--- src/rtl/cpu_pkg.sv ---
// rtl/cpu_pkg.sv - shared fetch-unit types and constants
package cpu_pkg;

  localparam int PC_W  = 16;
  localparam int OFF_W = 10;

  localparam logic [PC_W-1:0] VECTOR_ADDR_DEFAULT = 16'hFFFE;

  typedef enum logic [2:0] {
    ST_VEC   = 3'd0,
    ST_FETCH = 3'd1,
    ST_HOLD  = 3'd2,
    ST_HALT  = 3'd3
  } fetch_state_e;

endpackage

--- src/rtl/inst_fetch_unit_if.sv ---
// rtl/inst_fetch_unit_if.sv - program memory rd/ready read port
interface inst_fetch_unit_if;
  import cpu_pkg::*;

  logic            mem_rd;
  logic [PC_W-1:0] mem_addr;
  logic [15:0]     mem_rdata;
  logic            mem_ready;

  modport master (output mem_rd, output mem_addr, input mem_rdata, input mem_ready);
  modport slave  (input mem_rd, input mem_addr, output mem_rdata, output mem_ready);

endinterface

--- src/rtl/fetch_pc_adder.sv ---
// rtl/fetch_pc_adder.sv - next-PC arithmetic: sequential step or relative jump
module fetch_pc_adder
  import cpu_pkg::*;
(
  input  logic [PC_W-1:0]  pc,
  input  logic             branch_en,
  input  logic             en_pc_2,
  input  logic [OFF_W-1:0] pc_offset,
  output logic [PC_W-1:0]  next_pc
);

  logic [PC_W-1:0] seq_pc;
  logic [PC_W-1:0] rel_bytes;

  assign seq_pc = pc + PC_W'(2);
  // Word offset -> sign-extended byte offset; sum wraps modulo 2^16.
  assign rel_bytes = {{(PC_W-OFF_W-1){pc_offset[OFF_W-1]}}, pc_offset, 1'b0};

  always_comb begin
    next_pc = pc;
    if (branch_en) begin
      next_pc = seq_pc + rel_bytes;
    end else if (en_pc_2) begin
      next_pc = seq_pc;
    end
  end

endmodule

--- src/rtl/inst_fetch_unit.sv ---
// rtl/inst_fetch_unit.sv - instruction fetch unit: reset vector, PC, fetch/hold FSM
module inst_fetch_unit
  import cpu_pkg::*;
#(
  parameter logic [PC_W-1:0] VECTOR_ADDR    = VECTOR_ADDR_DEFAULT,
  parameter int              TIMEOUT_CYCLES = 15
) (
  input  logic                   clk,
  input  logic                   rst,
  input  logic                   pc_inc,
  input  logic                   en_pc_2,
  input  logic                   branch_en,
  input  logic [OFF_W-1:0]       pc_offset,
  inst_fetch_unit_if.master      mem,
  output logic [15:0]            instruction,
  output logic                   inst_valid,
  output logic [PC_W-1:0]        pc,
  output logic                   bus_err,
  output logic [2:0]             fetch_state
);

  fetch_state_e    state, state_next;
  logic [7:0]      wait_cnt, wait_next;
  logic            rd_req;
  logic            xfer_done;
  logic            timeout;
  logic [PC_W-1:0] next_pc;

  fetch_pc_adder u_pc_adder (
    .pc        (pc),
    .branch_en (branch_en),
    .en_pc_2   (en_pc_2),
    .pc_offset (pc_offset),
    .next_pc   (next_pc)
  );

  always_ff @(posedge clk) begin
    if (rst) begin
      state <= ST_VEC;
    end else begin
      state <= state_next;
    end
  end

  always_comb begin
    state_next    = state;
    rd_req        = 1'b0;
    mem.mem_addr  = pc;
    xfer_done     = 1'b0;
    timeout       = 1'b0;
    wait_next     = wait_cnt;
    case (state)
      ST_VEC: begin
        rd_req       = 1'b1;
        mem.mem_addr = VECTOR_ADDR;
      end
      ST_FETCH: rd_req = 1'b1;
      ST_HOLD: begin
        if (pc_inc) begin
          state_next = ST_FETCH;
          wait_next  = 8'd0;
        end
      end
      default: state_next = ST_HALT;
    endcase
    // Shared completion / wait-state handling for the two reading states.
    if (rd_req) begin
      if (mem.mem_ready) begin
        xfer_done  = 1'b1;
        wait_next  = 8'd0;
        state_next = (state == ST_VEC) ? ST_FETCH : ST_HOLD;
      end else begin
        wait_next = wait_cnt + 8'd1;
        if (wait_next == 8'(TIMEOUT_CYCLES)) begin
          timeout    = 1'b1;
          state_next = ST_HALT;
        end
      end
    end
  end

  assign mem.mem_rd  = rd_req & ~rst;
  assign fetch_state = state;

  always_ff @(posedge clk) begin
    if (rst) begin
      pc          <= '0;
      instruction <= '0;
      inst_valid  <= 1'b0;
      bus_err     <= 1'b0;
      wait_cnt    <= '0;
    end else begin
      wait_cnt <= wait_next;
      if (state == ST_VEC && xfer_done) begin
        pc <= {mem.mem_rdata[15:1], 1'b0};
      end
      if (state == ST_FETCH && xfer_done) begin
        instruction <= mem.mem_rdata;
        inst_valid  <= 1'b1;
      end
      if (state == ST_HOLD && pc_inc) begin
        inst_valid <= 1'b0;
        pc         <= next_pc;
      end
      if (timeout) begin
        bus_err    <= 1'b1;
        inst_valid <= 1'b0;
      end
    end
  end

endmodule

--- src/flat_wrapper.sv ---
// flat-port wrapper written by rule: the top's interface ports become plain ports
module inst_fetch_unit_flat import cpu_pkg::*;
#(
  parameter logic [PC_W-1:0] VECTOR_ADDR    = VECTOR_ADDR_DEFAULT,
  parameter int              TIMEOUT_CYCLES = 15
)
  (clk, rst, pc_inc, en_pc_2, branch_en, pc_offset, instruction, inst_valid, pc, bus_err, fetch_state, mem_mem_rd, mem_mem_addr, mem_mem_rdata, mem_mem_ready);
  inst_fetch_unit_if mem_i ();
  input  logic clk;
  input  logic rst;
  input  logic pc_inc;
  input  logic en_pc_2;
  input  logic branch_en;
  input  logic [OFF_W-1:0] pc_offset;
  output logic [15:0] instruction;
  output logic inst_valid;
  output logic [PC_W-1:0] pc;
  output logic bus_err;
  output logic [2:0] fetch_state;
  output wire logic [$bits(mem_i.mem_rd)-1:0] mem_mem_rd;
  output wire logic [$bits(mem_i.mem_addr)-1:0] mem_mem_addr;
  input wire logic [$bits(mem_i.mem_rdata)-1:0] mem_mem_rdata;
  input wire logic [$bits(mem_i.mem_ready)-1:0] mem_mem_ready;
  assign mem_mem_rd = mem_i.mem_rd;
  assign mem_mem_addr = mem_i.mem_addr;
  assign mem_i.mem_rdata = mem_mem_rdata;
  assign mem_i.mem_ready = mem_mem_ready;
  inst_fetch_unit #(.VECTOR_ADDR(VECTOR_ADDR), .TIMEOUT_CYCLES(TIMEOUT_CYCLES)) u_core (.clk(clk), .rst(rst), .pc_inc(pc_inc), .en_pc_2(en_pc_2), .branch_en(branch_en), .pc_offset(pc_offset), .mem(mem_i), .instruction(instruction), .inst_valid(inst_valid), .pc(pc), .bus_err(bus_err), .fetch_state(fetch_state));
endmodule
--- config.mk ---
export PLATFORM = sky130hd
export DESIGN_NAME = inst_fetch_unit_flat
export DESIGN_NICKNAME = d
export VERILOG_FILES = /design/src/rtl/cpu_pkg.sv /design/src/rtl/inst_fetch_unit_if.sv /design/src/rtl/fetch_pc_adder.sv /design/src/rtl/inst_fetch_unit.sv /design/src/flat_wrapper.sv
export SDC_FILE = /design/constraint.sdc
export NUM_CORES = 1
export LEC_CHECK = 0
export BUFFER_PORTS_ARGS = -buffer_cell sky130_fd_sc_hd__buf_2
export CAP_MARGIN = 30
export CORE_ASPECT_RATIO = 0.75
export CORE_UTILIZATION = 50
export DETAILED_ROUTE_END_ITERATION = 10
export MAX_ROUTING_LAYER = met4
export PLACE_DENSITY = 0.75
export SKIP_CTS_REPAIR_TIMING = 1
export SYNTH_ARGS = -nofsm -noshare
export SYNTH_HDL_FRONTEND = slang
export SYNTH_HIERARCHICAL = 1
export SYNTH_SLANG_ARGS = --single-unit
--- constraint.sdc ---
create_clock -name clk -period 5 [get_ports clk]
set_input_delay 0 -clock clk [delete_from_list [all_inputs] [get_ports clk]]
set_output_delay 0 -clock clk [all_outputs]
set_load 0.02 [all_outputs]
==> impl_metrics.ini <==
[grt]
grt_overflow_total = 0
grt_pass1_wl_mm = 16.05
grt_use_total_pct = 28.06
grt_pass1_vias = 3193
antenna_found_initial = 0
grt_start_max_net_pins = 46

[run_status]
status = complete, but fails checks
violations = negative hold slack

[cts]
clkSlewWorstSetupHoldPaths_ps = 80
cts_max_level = 2
cts_tree = yes
root_buffer = clkbuf_8
clockBufferDepth = 2
cts_buffers = 5
cts.sink_count = 45
clock_latency_ps = 290

[cells_and_area]
drive_above_1_share_pct = 22.92
antenna-diode-count = 0
nets = 595
finalInstanceArea_mm2 = 0.004247
area_growth_pct = 18.05
final_core_util_pct = 61.57

[setup_path]
reg2reg_depth = 12
slowest_stage = dfxtp_1
cp-end-kind = flop
cpMostUsedCell = ha_1
crit_fanout = 8
critPathMaxStageDelay_ps = 550
cp.required_ps = 5210
timing.rr.end = u_core/pc[14]
cp-startpoint = u_core/pc[1]
timing.rr.start = u_core/pc[1]
endpoint = u_core/pc[14]
crit_arrival_ps = 3660
crit_chain = ha_1 > nand3_1 > nor2_1 > xor2_1 > ha_1 > a21oi_1 > o21ai_0 > a211o_1 > o2111a_1 > nor3_1 > mux2i_1 > a211oi_1
start_kind = flop
worst-setup-path-type = flop to flop
r2r_slack_ps = 1550

[floorplanning]
rows = 26
dieArea_mm2 = 0.007541
start_util_pct = 52.16
io_pins = 86
die_y_um = 75.46
fp.dieW_um = 99.94
core_mm2 = 0.006897

[placement]
dp_hpwl_mm = 7.795
io_buffers = 85
placed_cell_area_mm2 = 0.004020
routabilityCongestion = 0.9548

[yosys]
synth_seq_cells = 45
syn_area_mm2 = 0.003597
async_flop_share_pct = 0
netlist_instances = 460
synth-edff-count = 0
synth_fp_nets = 514
avgSynthCellArea_um2 = 7.820
ys_warn_count = 6
ys_seq_area_share_pct = 25.04
synthFlopType = dfxtp_1
synthDistinctLibCells = 68

[sta]
rsz0062_at_grt = false
fin_setup_tns_ps = 0
worst_pin_slew_ps = 900.4
fin_hold_ws_ps = -32.98
layout_min_cycle_time_ps = 3455
finClkSkew_ps = 7.411
slew_headroom_pct = 39.97
hold_viol = 2
fin_crit_sh_pct = 69.09
setup_viol = 0
max_freq_mhz = 289.5
maxSlewViolCount = 0

[route]
drcViolationCount = 0
first_pass_iters = 5
vias_per_cell = 5.781
num_vias = 3694
ant_nets = 0
drt-initial-drc-count = 346
avgRoutedWirePerCell_um = 16.32
routed_wirelength_mm = 10.43

[min_path]
hold_path.class = input pin to flop

[run]
max-cap-violations = 0

[power]
vdd_drop_max_mv = 0.1410
power_density_mw_per_mm2 = 227.4
p_leak_uw = 0.001940
==> cells in the mapped netlist (2+ instances only) <==
cell      instances  area share, %
nand3b_1          3           0.63
nor2b_1           2           0.35
buf_1             2           0.21
mux2i_1          19            5.3
a21o_1            4           0.83
o31ai_1           4           0.83
nor3_1           10            1.4
nand4_1           9            1.6
or3_1             2           0.35
ha_1             21            7.3
and4_1            4           0.97
clkbuf_1         13            1.4
nand3_1           8            1.1
a21oi_1          43            6.0
buf_4             7            1.5
o21a_1            4           0.83
inv_1            13            1.4
nand2_1          59            6.2
nor4_1            4           0.70
o21ai_0          15            2.1
xor2_1           17            4.1
and3_1           10            1.7
xnor2_1          14            3.4
o211a_1           3           0.83
or2_2            15            2.6
a211oi_1         18            3.8
nand2b_1          3           0.52
a211o_1           4           0.97
or4b_1            2           0.56
dfxtp_1          45             25
buf_2             2           0.28
a31oi_1           2           0.35
nor2_1           43            4.5
buf_6             2           0.63
==> flip-flops by register name, indices dropped and copies added, names as in the netlist <==
| signal | cells |
|---|---|
| u_core/instruction | 16 |
| u_core/pc | 16 |
| u_core/wait_cnt | 8 |
| u_core/fetch_state | 3 |
| u_core/bus_err | 1 |
| u_core/inst_valid | 1 |
==> how the worst min path moves through the flow <==
stage | start | cells past startpoint | to | slack, ps
floorplan | mem_mem_rdata[0] | 2 | u_core/instruction[0] | 140
CTS | mem_mem_rdata[0] | 3 | u_core/instruction[0] | -60
detailed placement | mem_mem_rdata[0] | 3 | u_core/instruction[0] | 250
global placement | mem_mem_rdata[0] | 3 | u_core/instruction[0] | 240
finish | mem_mem_rdata[8] | 3 | u_core/instruction[8] | -30
global route | mem_mem_rdata[8] | 3 | u_core/instruction[8] | 0.9
==> metrics by stage <==
step	instances	setup slack [ps]	power (uW)
final	639	1545	965.8
after global routing	639	1333	1020
after CTS	625	1585	958.6
after detailed placement	618	1622	734.4
after global placement	617	1662	728.3
after floorplan	460	1993	640.6
==> power breakdown <==
group / switching, uW / leakage [uW] / internal, uW
clock network: 116 / 0.0000443 / 110
logic: 195 / 0.00153 / 136
registers: 34.6 / 0.000367 / 374
total: 346 / 0.00194 / 620
==> routing by layer <==
metal	wire length [um]	GRT usage (%)
met3	773	4.771
met2	4629	43.52
met1	4963	39.00
met4	60	4.575
met5	0	-
==> placed cells by master, fill, tap and decap left out, types with 4 or more instances in the layout <==
cell type and count:
buf_2 85, nand2_1 59, dfxtp_1 45, nor2_1 43
a21oi_1 43, ha_1 21, mux2i_1 19, a211oi_1 18
xor2_1 17, or2_2 15, o21ai_0 15, dlygate4sd3_1 14
xnor2_1 14, inv_1 13, and3_1 10, nor3_1 9
nand4_1 9, nand3_1 8, clkbuf_8 6, a211o_1 4
nor4_1 4, a21o_1 4, and4_1 4, o21a_1 4
o31ai_1 4
==> worst max-delay path, delay by kind of cell (launching register included) <==
kind | cells | cell delay, ps
muxes | 1 | 100
xor gates and xnor gates | 1 | 260
and+or+nand+nor | 3 | 680
adders and majority gates | 2 | 600
AOI/OAI and AO/OA | 5 | 1180
DFF | 1 | 550
==> layout make-up <==
class                           count  area [um^2]
Tap cell                           98        122.6
Sequential cell                    45        900.9
Clock buffer                        7        86.33
Inverter                           13        48.80
Multi-Input combinational cell    376         2511
Timing Repair Buffer              100        576.8
Fill cell                         636         2650
==> logic make-up (layout without fill, tap and decap cells) <==
kind of cell,after synthesis,in the layout,synth area share [%]
mux,19,19,5.287
simple gates,187,187,27.06
flops,45,45,25.04
xor+xnor,31,31,7.548
fa+ha+maj,22,22,7.861
buf+inv,39,120,5.287
compound gates,116,116,21.81
other cells,1,1,0.1042
No activity file was read; power rests on OpenSTA's default activity.
